==> src/rtl/sd_dat_serdes.sv <==
// sd_dat_serdes
//   SD-card DAT0 line serializer/deserializer with CRC16-CCITT.
//   Transmit: start bit, 32 data bits MSB first, 16 CRC bits, end bit.
//   Receive:  either a data block (word + CRC16 + end bit) or a CRC-status
//             token (3 status bits + end bit) followed by busy (DAT0 low).
//
// Ports
//   sd_clock              sole clock, rising edge
//   reset                 synchronous active-high reset
//   reset_wrapper         synchronous soft reset / abort from the DAT controller
//   load_send             transmit request, dataPARALLEL valid
//   enable_pts_wrapper    parallel-to-serial (transmit) enable
//   enable_stp_wrapper    serial-to-parallel (receive) enable
//   waiting_response      receive mode: 1 = status token + busy, 0 = data block
//   dataPARALLEL[31:0]    word to transmit
//   dat_in                DAT0 from pad
//   dat_out               DAT0 to pad (idles high)
//   dat_oe                pad drive enable
//   transmission_complete one-cycle pulse after the end bit is sent
//   reception_complete    one-cycle pulse when a receive finishes
//   dataRead[31:0]        last received data word
//   crc_error             error flag of the last receive
//   crc_status[2:0]       status bits of the last token
module sd_dat_serdes #(
    parameter logic [15:0] CRC_INIT = 16'h0000
) (
    input  logic        sd_clock,
    input  logic        reset,
    input  logic        reset_wrapper,
    input  logic        load_send,
    input  logic        enable_pts_wrapper,
    input  logic        enable_stp_wrapper,
    input  logic        waiting_response,
    input  logic [31:0] dataPARALLEL,
    input  logic        dat_in,
    output logic        dat_out,
    output logic        dat_oe,
    output logic        transmission_complete,
    output logic        reception_complete,
    output logic [31:0] dataRead,
    output logic        crc_error,
    output logic [2:0]  crc_status
);

    typedef enum logic [3:0] {
        IDLE, TX_START, TX_DATA, TX_CRC, TX_END, TX_DONE,
        RX_WAIT, RX_DATA, RX_CRC, RX_END, RX_DONE,
        TOK_STAT, TOK_END, BUSY
    } state_t;

    state_t      r_state;
    logic [5:0]  r_cnt;
    logic [15:0] r_crc;
    logic [31:0] r_shift;      // transmit word / receive shadow
    logic [15:0] r_crc_rx;     // CRC field received from the card
    logic        r_mode;       // latched waiting_response
    logic        r_end_ok;     // token end bit
    logic        r_dat_out;
    logic        r_dat_oe;
    logic        r_tx_done;
    logic        r_rx_done;
    logic [31:0] r_data_read;
    logic        r_crc_error;
    logic [2:0]  r_crc_status;

    logic [15:0] w_crc_tx_next;
    logic [15:0] w_crc_rx_next;

    // One serial step of x^16 + x^12 + x^5 + 1.
    function automatic logic [15:0] crc_step(input logic [15:0] crc, input logic b);
        logic fb;
        fb       = crc[15] ^ b;
        crc_step = {crc[14:0], 1'b0} ^ (fb ? 16'h1021 : 16'h0000);
    endfunction

    assign w_crc_tx_next = crc_step(r_crc, r_shift[31]);
    assign w_crc_rx_next = crc_step(r_crc, dat_in);

    always_ff @(posedge sd_clock) begin
        if (reset) begin
            r_state      <= IDLE;
            r_cnt        <= '0;
            r_crc        <= '0;
            r_shift      <= '0;
            r_crc_rx     <= '0;
            r_mode       <= 1'b0;
            r_end_ok     <= 1'b0;
            r_dat_out    <= 1'b1;
            r_dat_oe     <= 1'b0;
            r_tx_done    <= 1'b0;
            r_rx_done    <= 1'b0;
            r_data_read  <= '0;
            r_crc_error  <= 1'b0;
            r_crc_status <= '0;
        end else if (reset_wrapper) begin
            // Abort: results of the previous receive stay visible.
            r_state   <= IDLE;
            r_cnt     <= '0;
            r_crc     <= '0;
            r_dat_out <= 1'b1;
            r_dat_oe  <= 1'b0;
            r_tx_done <= 1'b0;
            r_rx_done <= 1'b0;
        end else begin
            r_tx_done <= 1'b0;
            r_rx_done <= 1'b0;
            case (r_state)
                IDLE: begin
                    r_dat_out <= 1'b1;
                    r_dat_oe  <= 1'b0;
                    r_cnt     <= '0;
                    if (enable_pts_wrapper && load_send) begin
                        r_shift   <= dataPARALLEL;
                        r_crc     <= CRC_INIT;
                        r_dat_out <= 1'b0;      // start bit
                        r_dat_oe  <= 1'b1;
                        r_state   <= TX_START;
                    end else if (enable_stp_wrapper && !enable_pts_wrapper) begin
                        r_mode  <= waiting_response;
                        r_crc   <= CRC_INIT;
                        r_state <= RX_WAIT;
                    end
                end
                // Output is registered one step ahead: each state loads the
                // bit that appears on the pad during the following cycle.
                TX_START: begin
                    r_dat_out <= r_shift[31];
                    r_crc     <= w_crc_tx_next;
                    r_shift   <= {r_shift[30:0], 1'b0};
                    r_cnt     <= '0;
                    r_state   <= TX_DATA;
                end
                TX_DATA: begin
                    if (r_cnt == 6'd31) begin
                        // all 32 data bits are already folded into r_crc
                        r_dat_out <= r_crc[15];
                        r_crc     <= {r_crc[14:0], 1'b0};
                        r_cnt     <= '0;
                        r_state   <= TX_CRC;
                    end else begin
                        r_dat_out <= r_shift[31];
                        r_crc     <= w_crc_tx_next;
                        r_shift   <= {r_shift[30:0], 1'b0};
                        r_cnt     <= r_cnt + 6'd1;
                    end
                end
                TX_CRC: begin
                    if (r_cnt == 6'd15) begin
                        r_dat_out <= 1'b1;      // end bit
                        r_state   <= TX_END;
                    end else begin
                        r_dat_out <= r_crc[15];
                        r_crc     <= {r_crc[14:0], 1'b0};
                        r_cnt     <= r_cnt + 6'd1;
                    end
                end
                TX_END: begin
                    r_dat_out <= 1'b1;
                    r_dat_oe  <= 1'b0;
                    r_tx_done <= 1'b1;
                    r_state   <= TX_DONE;
                end
                TX_DONE: r_state <= IDLE;
                RX_WAIT: begin
                    if (!dat_in) begin
                        r_cnt   <= '0;
                        r_crc   <= CRC_INIT;
                        r_state <= r_mode ? TOK_STAT : RX_DATA;
                    end
                end
                RX_DATA: begin
                    r_shift <= {r_shift[30:0], dat_in};
                    r_crc   <= w_crc_rx_next;
                    if (r_cnt == 6'd31) begin
                        r_cnt   <= '0;
                        r_state <= RX_CRC;
                    end else begin
                        r_cnt <= r_cnt + 6'd1;
                    end
                end
                RX_CRC: begin
                    r_crc_rx <= {r_crc_rx[14:0], dat_in};
                    if (r_cnt == 6'd15) begin
                        r_cnt   <= '0;
                        r_state <= RX_END;
                    end else begin
                        r_cnt <= r_cnt + 6'd1;
                    end
                end
                RX_END: begin
                    r_data_read <= r_shift;
                    r_crc_error <= (r_crc_rx != r_crc) || !dat_in;
                    r_rx_done   <= 1'b1;
                    r_state     <= RX_DONE;
                end
                TOK_STAT: begin
                    r_crc_status <= {r_crc_status[1:0], dat_in};
                    if (r_cnt == 6'd2) begin
                        r_cnt   <= '0;
                        r_state <= TOK_END;
                    end else begin
                        r_cnt <= r_cnt + 6'd1;
                    end
                end
                TOK_END: begin
                    r_end_ok <= dat_in;
                    r_state  <= BUSY;
                end
                BUSY: begin
                    // card holds DAT0 low while programming
                    if (dat_in) begin
                        r_crc_error <= (r_crc_status != 3'b010) || !r_end_ok;
                        r_rx_done   <= 1'b1;
                        r_state     <= RX_DONE;
                    end
                end
                RX_DONE: r_state <= IDLE;
                default: r_state <= IDLE;
            endcase
        end
    end

    assign dat_out               = r_dat_out;
    assign dat_oe                = r_dat_oe;
    assign transmission_complete = r_tx_done;
    assign reception_complete    = r_rx_done;
    assign dataRead              = r_data_read;
    assign crc_error             = r_crc_error;
    assign crc_status            = r_crc_status;

endmodule

==> config.mk <==
export PLATFORM = sky130hd
export DESIGN_NAME = sd_dat_serdes
export DESIGN_NICKNAME = d
export VERILOG_FILES = /design/src/rtl/sd_dat_serdes.sv
export SDC_FILE = /design/constraint.sdc
export NUM_CORES = 1
export LEC_CHECK = 0
export ABC_AREA = 1
export ABC_CLOCK_PERIOD_IN_PS = 2050
export CAP_MARGIN = 30
export CELL_PAD_IN_SITES_DETAIL_PLACEMENT = 1
export CELL_PAD_IN_SITES_GLOBAL_PLACEMENT = 1
export CORE_MARGIN = 5
export CORE_UTILIZATION = 35
export DETAILED_ROUTE_END_ITERATION = 12
export PLACE_DENSITY = 0.82
export RECOVER_POWER = 25
export SLEW_MARGIN = 20
export SYNTH_ARGS = -nofsm -noshare
export SYNTH_HDL_FRONTEND = slang
export SYNTH_SLANG_ARGS = --single-unit
==> constraint.sdc <==
create_clock -name sd_clock -period 2.05 [get_ports sd_clock]
set_clock_uncertainty 0.05 [all_clocks]
set_input_delay 0.205 -clock sd_clock [delete_from_list [all_inputs] [get_ports sd_clock]]
set_output_delay 0.205 -clock sd_clock [all_outputs]
set_load 0.02 [all_outputs]
Yosys cells after proc, flatten, opt, wreduce, memory -nomap -nowiden
Cells that the tools add are included.
{"block": "word_totals", "regBits": 116, "word_cells": 114}
{"block": "classes", "eq_ne": 27, "n_reduce_logical": 27, "bitwise_logic": 6, "add_sub_neg": 1, "n_mux": 39}
{"operator": "$pmux 32 s4", "count": 1}
{"operator": "$pmux 16 s6", "count": 1}
{"operator": "$mux 16", "count": 5}
{"operator": "$mux 32", "count": 2}
{"operator": "$pmux 4 s12", "count": 1}
{"operator": "$mux 4", "count": 10}
{"operator": "$pmux 6 s6", "count": 1}
{"operator": "$xor 16x13->16", "count": 2}
{"operator": "$mux 6", "count": 5}
{"operator": "$mux 13", "count": 2}
{"operator": "$eq 4x4->1 const B", "count": 5}
{"operator": "$ne 2x2->1 const B", "count": 10}
{"operator": "$ne 16x16->1", "count": 1}
{"operator": "$eq 4x3->1 const B", "count": 3}
{"operator": "$reduce_and 4->1", "count": 3}
{"operator": "$reduce_bool 6->1", "count": 2}
{"operator": "$eq 4x2->1 const B", "count": 2}
{"operator": "$reduce_and 2->1", "count": 4}
{"operator": "$reduce_and 8->1", "count": 1}
{"operator": "$mux 1", "count": 7}
{"operator": "$add 6x1->6 const B", "count": 1}
{"operator": "$eq 6x2->1 const B", "count": 1}
{"operator": "$eq 6x4->1 const B", "count": 1}
{"operator": "$eq 6x5->1 const B", "count": 1}
{"operator": "other kinds (16)", "count": 28}

Depth between registers and ports, before layout
Gate-level depths: netlist of run 1.
{"block": "depth", "word_depth": 5, "depth_mapped": 12, "mapped_depth_nobuf": 12}

Least setup slack after synthesis of run 1
No wires, ideal clock.
{"block": "synth_timing", "path_type": "reg2reg", "from": "reg r_cnt[0]", "to": "reg r_state[2]", "path_buffers": 0, "period_less_slack_ns": 1.657, "t_arrival_ns": 1.542, "required_ns": 1.935, "setup_time_ns": 0.065, "slack_ns": 0.393, "stages_incl_launch_ff": 12, "path_cell_list": "dfxtp_1 > ha_1 > nand2_1 > nor2_2 > nand3_1 > nand2_1 > nand2_1 > nor2_1 > nand2_1 > nand2_1 > nand2_1 > nor2_1"}
{"block": "synth_via", "elab_chain_cells": 3}
{"element": "from (decl)", "line": "52", "text": "logic [5:0] r_cnt;"}
{"element": "from (signal assigned)", "line": "144", "text": "r_cnt <= r_cnt + 6'd1;"}
{"element": "from (signal assigned)", "line": "154", "text": "r_cnt <= r_cnt + 6'd1;"}
{"element": "from (signal assigned)", "line": "178", "text": "r_cnt <= r_cnt + 6'd1;"}
{"element": "$eq 6x2->1, or another cell as far along", "line": "198", "text": "if (r_cnt == 6'd2) begin"}
{"element": "$ne 2x2->1 (no line)"}
{"element": "$reduce_and 8->1 (no line) *"}
{"element": "to (signal assigned)", "line": "168", "text": "r_state <= r_mode ? TOK_STAT : RX_DATA;"}
{"element": "to (decl)", "line": "51", "text": "state_t r_state;"}
Mark *: on every way between the ends. The rest lies on a longest branch, timed or not.
A chain may end at the register's enable or synchronous reset.

Worst setup path in the final report of run 1
{"block": "layout_timing", "from": "reg r_cnt[1]", "to": "reg r_shift[19]"}
{"block": "layout_via", "elab_chain_cells": 3}
{"element": "$eq 6x5->1", "line": "134", "text": "if (r_cnt == 6'd31) begin"}
{"element": "$ne 2x2->1 (no line)"}
{"element": "$reduce_and 4->1 (no line)"}
{"element": "to (signal assigned)", "line": "129", "text": "r_shift <= {r_shift[30:0], 1'b0};"}
{"element": "to (signal assigned)", "line": "143", "text": "r_shift <= {r_shift[30:0], 1'b0};"}
{"element": "to (signal assigned)", "line": "172", "text": "r_shift <= {r_shift[30:0], dat_in};"}
{"element": "to (decl)", "line": "54", "text": "logic [31:0] r_shift;"}
No other way between the ends.

==> metrics.txt, run 1 <==
status finished, final reports clean; sequential fraction of the synthesis area 0.4063; Tot GR Track Use 0.2131; DP HPWL 13,490 um; GPL Wtd Cong 0.8552; clock network fraction of total power 0.445; Die W 137.8 um; floorplan row count 46; switching power 2.039 mW; largest net degree at the start of global routing 52; worst hold start reset; mapped cell area 5715 um^2; final setup fails 0; Worst Setup Start Kind flip-flop; crit-path max FO 33; htree depth 4; Routed WL per cell 16.61 um; Comb pwr share 0.194; root buf cell clkbuf_16; setup TNS 0 ns; Hold Path Cell Cnt 2; Period minus WS final 1.934 ns; area growth from synthesis to layout 30.71%; Fin. Hold Viols 0; I/O Buffers 79; Tcrit/Tclk final 0.9434; RSZ-0062 raised after global routing false; syn nets 898; Crit path required time 2.34 ns; sw frac 0.3033; hold buffers post-CTS 0; synthesis-stage register bit count 116; Hold EP reception_complete; Yosys top cell by area dfxtp_1; pwr dens 899.8 nW/um^2; clk_lat worst skew 0.42 ns; synth top area cells dfxtp_1, nand2_1, a21oi_1; worst r2r dst r_shift[19]; cts bufs inserted 17; count of different cell masters after synthesis 29; hold crit path type input port to flip-flop; FF-to-FF Start r_cnt[1]; CTS tree done; Max Cap Violations 0; share of post-route cells with drive strength above 1 0.09569; Initial Util 0.3585; Avg Cell Area, Syn 6.677 um^2; Seq pwr share 0.362; Core ar. 15,940 um^2; initial DRC count 410; overall power 6.722 mW; gr ovfl total 0; Leakage 3.078 nW; Die Height 137.8 um; Internal Pwr Total 4.684 mW; Worst Max-Slew Pin Slew 0.5605 ns; via count 6,091; register area 2322 um^2; total die area 18,990 um^2; Fmax 517.1 MHz; first-pass GRT wire length 31,960 um; clock-pin slew on the worst setup and hold paths 0.06 ns; # IOs 80; Worst Path Arrival 2.22 ns; Reg2Reg Depth 9; Relative slew margins 0.6263; Synth top area share 0.4063; NumNets Final 980; initial antenna violation count 1; worst hold slack 0.06304 ns; Setup crit end kind flip-flop; multiplexer share of the synthesized area 0; Yosys warnings 0; DRT Pass-1 Iters 5; multi-input logic area 2977 um^2; post-synthesis simple-gate area fraction 0.3849; Synth Area in XOR/XNOR 0.007662; largest family of logic cells by synthesized area simple AND/OR/NAND/NOR gates; cells after synthesis 856; Synth Area in Adders 0.004378; Post-DRT Antenna Nets 0; vias per inst 5.215; pins over their slew limit 0; DRT Wirelength 19,410 um; compound-cell area share of the yosys netlist 0.1206; WS Path Type flip-flop to flip-flop; clk buf depth 2; VDD IR max 0.6520 mV; DRC viols 0; R2R setup slack 0.12 ns; vias in the first global route 6,310; CTS sink count 116; fill count 2,041
[metal layers]
layer  up-vias  GRT usage  share of wire
met4         0    0.06696          0.013
met1      2963     0.2790           0.47
met2        96     0.3555           0.49
met3        19    0.03944          0.030
li1       3013          -              -
met5         -          0              0
[synthesized netlist by cell type (all sizes together)]
cell      n
a21oi   110
a211oi    1
nor2     49
nand2   275
xor2      5
clkbuf   30
buf      20
ha        2
and2      1
nor3      7
dfxtp   116
nand4    48
inv      56
o21ai    25
nand3b    1
nor4      1
a31oi     1
nand3   107
or2       1
[placed cells by master (no fill, tap or decap), types with 2 or more instances in the layout]
cell type	count
nand2_1	268
dfxtp_1	116
a21oi_1	110
nand3_1	105
inv_1	51
nand4_1	48
clkdlybuf4s50_1	44
nor2_1	40
dlygate4sd3_1	34
buf_4	30
o21ai_0	25
clkbuf_16	17
nor2_4	6
nand2_2	6
nor3_1	6
inv_2	5
xor2_1	5
clkinv_4	4
buf_12	4
nor2_2	3
clkinvlp_4	3
clkbuf_8	3
nand3_2	2
ha_1	2
bufinv_16	2
clkinv_2	2
[logic make-up (layout without fill, tap and decap cells)]
family,after synthesis,count (layout)
AND/OR/NAND/NOR,490,490
AO/OA/AOI/OAI,137,137
flip-flops,116,116
buffers and inverters,106,201
XOR/XNOR,5,5
adder cells (fa/ha/maj),2,2
other,0,1
[critical path: stages, from the launching register on]
cell,delay [ns]
dfxtp_1,0.38
ha_1,0.18
nand2_1,0.12
nor3_1,0.23
buf_4,0.16
nand2_1,0.14
nand3_2,0.14
buf_12,0.20
nand2_1,0.09
a21oi_1,0.16
[power by group through the flow]
| stage | Combinational (mW) | Sequential [mW] | Clock [mW] |
|---|---|---|---|
| after floorplan | 0.840 | 2.46 | 0 |
| after global placement | 1.26 | 2.47 | 0 |
| after detailed placement | 1.29 | 2.48 | 0 |
| after CTS | 1.30 | 2.43 | 3.04 |
| after global routing | 1.43 | 2.44 | 3.17 |
| final | 1.30 | 2.43 | 2.99 |
[how the worst max path moves through the flow]
stage                    start           to  cells after the start
global placement    r_state[1]  r_shift[31]                     10
floorplan             r_cnt[0]   r_state[2]                     11
detailed placement  r_state[1]  r_shift[27]                      9
finish                r_cnt[1]  r_shift[19]                      9
CTS                 r_state[1]  r_shift[19]                      9
global route          r_cnt[1]   r_state[0]                     11
[repair_timing]
action / in CTS / in global routing
endpoints found under the hold margin: 0 / 0
resized for setup: 0 / 4
buffers inserted: 0 / 0
setup endpoints to repair: 0 / 5
[registers in the layout, summed over array words and instances, names as in the netlist]
name and flops:
transmission_complete 1, reception_complete 1, r_shift 32, r_cnt 6, dat_out 1, r_crc_rx 16
r_state 4, r_crc 16, crc_status 3, dataRead 32, dat_oe 1, r_end_ok 1
crc_error 1, r_mode 1
[layout make-up]
class                           instances  share of cell area
Sequential cell                       116              0.3108
Clock inverter                         11             0.01708
Timing Repair Buffer                  113              0.1460
Antenna cell                            1           0.0003350
Clock buffer                           21             0.06297
Multi-Input combinational cell        634              0.3984
Tap cell                              216             0.03617
Inverter                               56             0.02814
[per-stage QoR]
step,instance area (um^2),worst slack (ns),util,std cells
after floorplan,5715,0.3928,-,856
final,7471,0.1161,0.4686,1168
after global routing,7468,0.002848,0.4685,1167
after global placement,6858,0.2197,0.4302,1135
after CTS,7456,0.1349,0.4677,1167
after detailed placement,6858,0.1628,0.4302,1135
Power figures use the tool's default switching activity.
==> run 2: changes to the inputs <==
Settings changed: MAX_ROUTING_LAYER from default to met4.
==> run 2 against run 1 <==
  * Register-to-register slack is essentially flat
  * Non-clock buffer count shrank 2
  * First-iteration DRC count grew 1.5%
==> metrics.txt, run 2 (synthesis results as in run 1) <==
cts bufs inserted 17; Tcrit/Tclk final 0.9362; Top Layer Used met4; clock-pin slew on the worst setup and hold paths 0.06 ns; CTS tree done; hold crit path type input port to flip-flop; final setup fails 0; gr ovfl total 0; vias per inst 5.270; CTS-repair resized insts 0; setup TNS 0 ns; Routed WL per cell 16.97 um; pwr dens 907.1 nW/um^2; Setup crit end kind flip-flop; largest net degree at the start of global routing 36; Leakage 3.051 nW; post-CTS setup buffers 0; Worst Max-Slew Pin Slew 0.4278 ns; htree depth 4; area growth from synthesis to layout 30.21%; vias in the first global route 6,215; met3 wire length 663 um; hold buffers post-CTS 0; met1 wire length 9258 um; DRC viols 0; worst hold slack 0.1018 ns; Period minus WS final 1.919 ns; Core ar. 15,940 um^2; # IOs 80; met2 WL post-DR 9572 um; crit-path max FO 31; initial antenna violation count 0; Tot GR Track Use 0.2162; Fmax 521.1 MHz; Crit path required time 2.35 ns; CP dominant cell by count nand2_1; share of post-route cells with drive strength above 1 0.09378; total die area 18,990 um^2; floorplan row count 46; DP HPWL 13,550 um; via count 6,139; ant diodes 0; initial DRC count 416; status finished, final reports clean; root buf cell clkbuf_16; VDD IR max 0.6333 mV; commonest non-fill, non-tap cell in the layout nand2_1; DRT Pass-1 Iters 4; Worst Path Arrival 2.22 ns; clk buf depth 2; Fin. Hold Viols 0; first-pass GRT wire length 31,420 um; Relative slew margins 0.7118; Worst path slowest cell dfxtp_1; NumNets Final 978; I/O Buffers 79; Worst path max stage delay 0.37 ns; Worst Setup Start Kind flip-flop; GPL Wtd Cong 0.9214; Die Height 137.8 um; Post-DRT Antenna Nets 0; most frequent cells in the layout nand2_1, dfxtp_1, a21oi_1; crit-path cells ha_1 > nand2_1 > nor3_2 > buf_4 > nand2_1 > nand3_2 > buf_12 > nand2_1 > a21oi_1; clk_lat worst skew 0.43 ns; Initial Util 0.3585; pins over their slew limit 0; DRT Wirelength 19,770 um; CTS sink count 116; Max Cap Violations 0; WS Path Type flip-flop to flip-flop; Die W 137.8 um
==> run 2: worst paths after layout <==
check | from | endpoint | slack (ns) | depth (start not counted)
worst max register to register | r_cnt[1] | r_shift[21] | 0.13 | 9
worst min register to register | dataRead[18] | dataRead[18] | 0.41 | 2
worst max-delay path | r_cnt[1] | r_shift[21] | 0.13 | 9
worst min-delay path | reset | reception_complete | 0.10 | 2
==> run 2: stage by stage <==
stage	total power [mW]	cell area, um^2	instances	util	setup WS (ns)
after CTS	6.780	7421	1165	0.4655	0.05203
after global routing	7.018	7442	1165	0.4668	-0.01788
after global placement	3.687	6818	1133	0.4276	0.1202
after floorplan	3.297	5715	856	-	0.3928
final	6.751	7442	1165	0.4668	0.1309
after detailed placement	3.712	6818	1133	0.4276	0.04374
==> run 2: layer usage <==
| metal | vias to the layer above | global-route usage |
|---|---|---|
| met3 | 25 | 0.03981 |
| met2 | 118 | 0.3501 |
| met1 | 2990 | 0.2772 |
| li1 | 3006 | - |
| met5 | - | - |
| met4 | 0 | 0.06092 |
==> run 2: power by group <==
group | switching [mW] | leakage (nW) | internal [mW]
clock network | 1.11 | 0.282 | 1.94
registers | 0.0831 | 0.937 | 2.35
logic | 0.848 | 1.83 | 0.418
==> run 2: cell type report <==
cell class / count / area [um^2]
Inverter: 56 / 210.2
Multi-Input combinational cell: 634 / 2985
Clock inverter: 12 / 156.4
Tap cell: 216 / 270.3
Sequential cell: 116 / 2322
Clock buffer: 20 / 446.7
Fill cell: 2067 / 8501
Timing Repair Buffer: 111 / 1051
==> run 2: worst max-delay path: cells and delay by family, from the launching register on <==
family	cells	cell delay, ns
AO/OA/AOI/OAI	1	0.14
adder cells (fa/ha/maj)	1	0.18
buffers and inverters	2	0.37
flip-flops	1	0.37
AND/OR/NAND/NOR	5	0.72
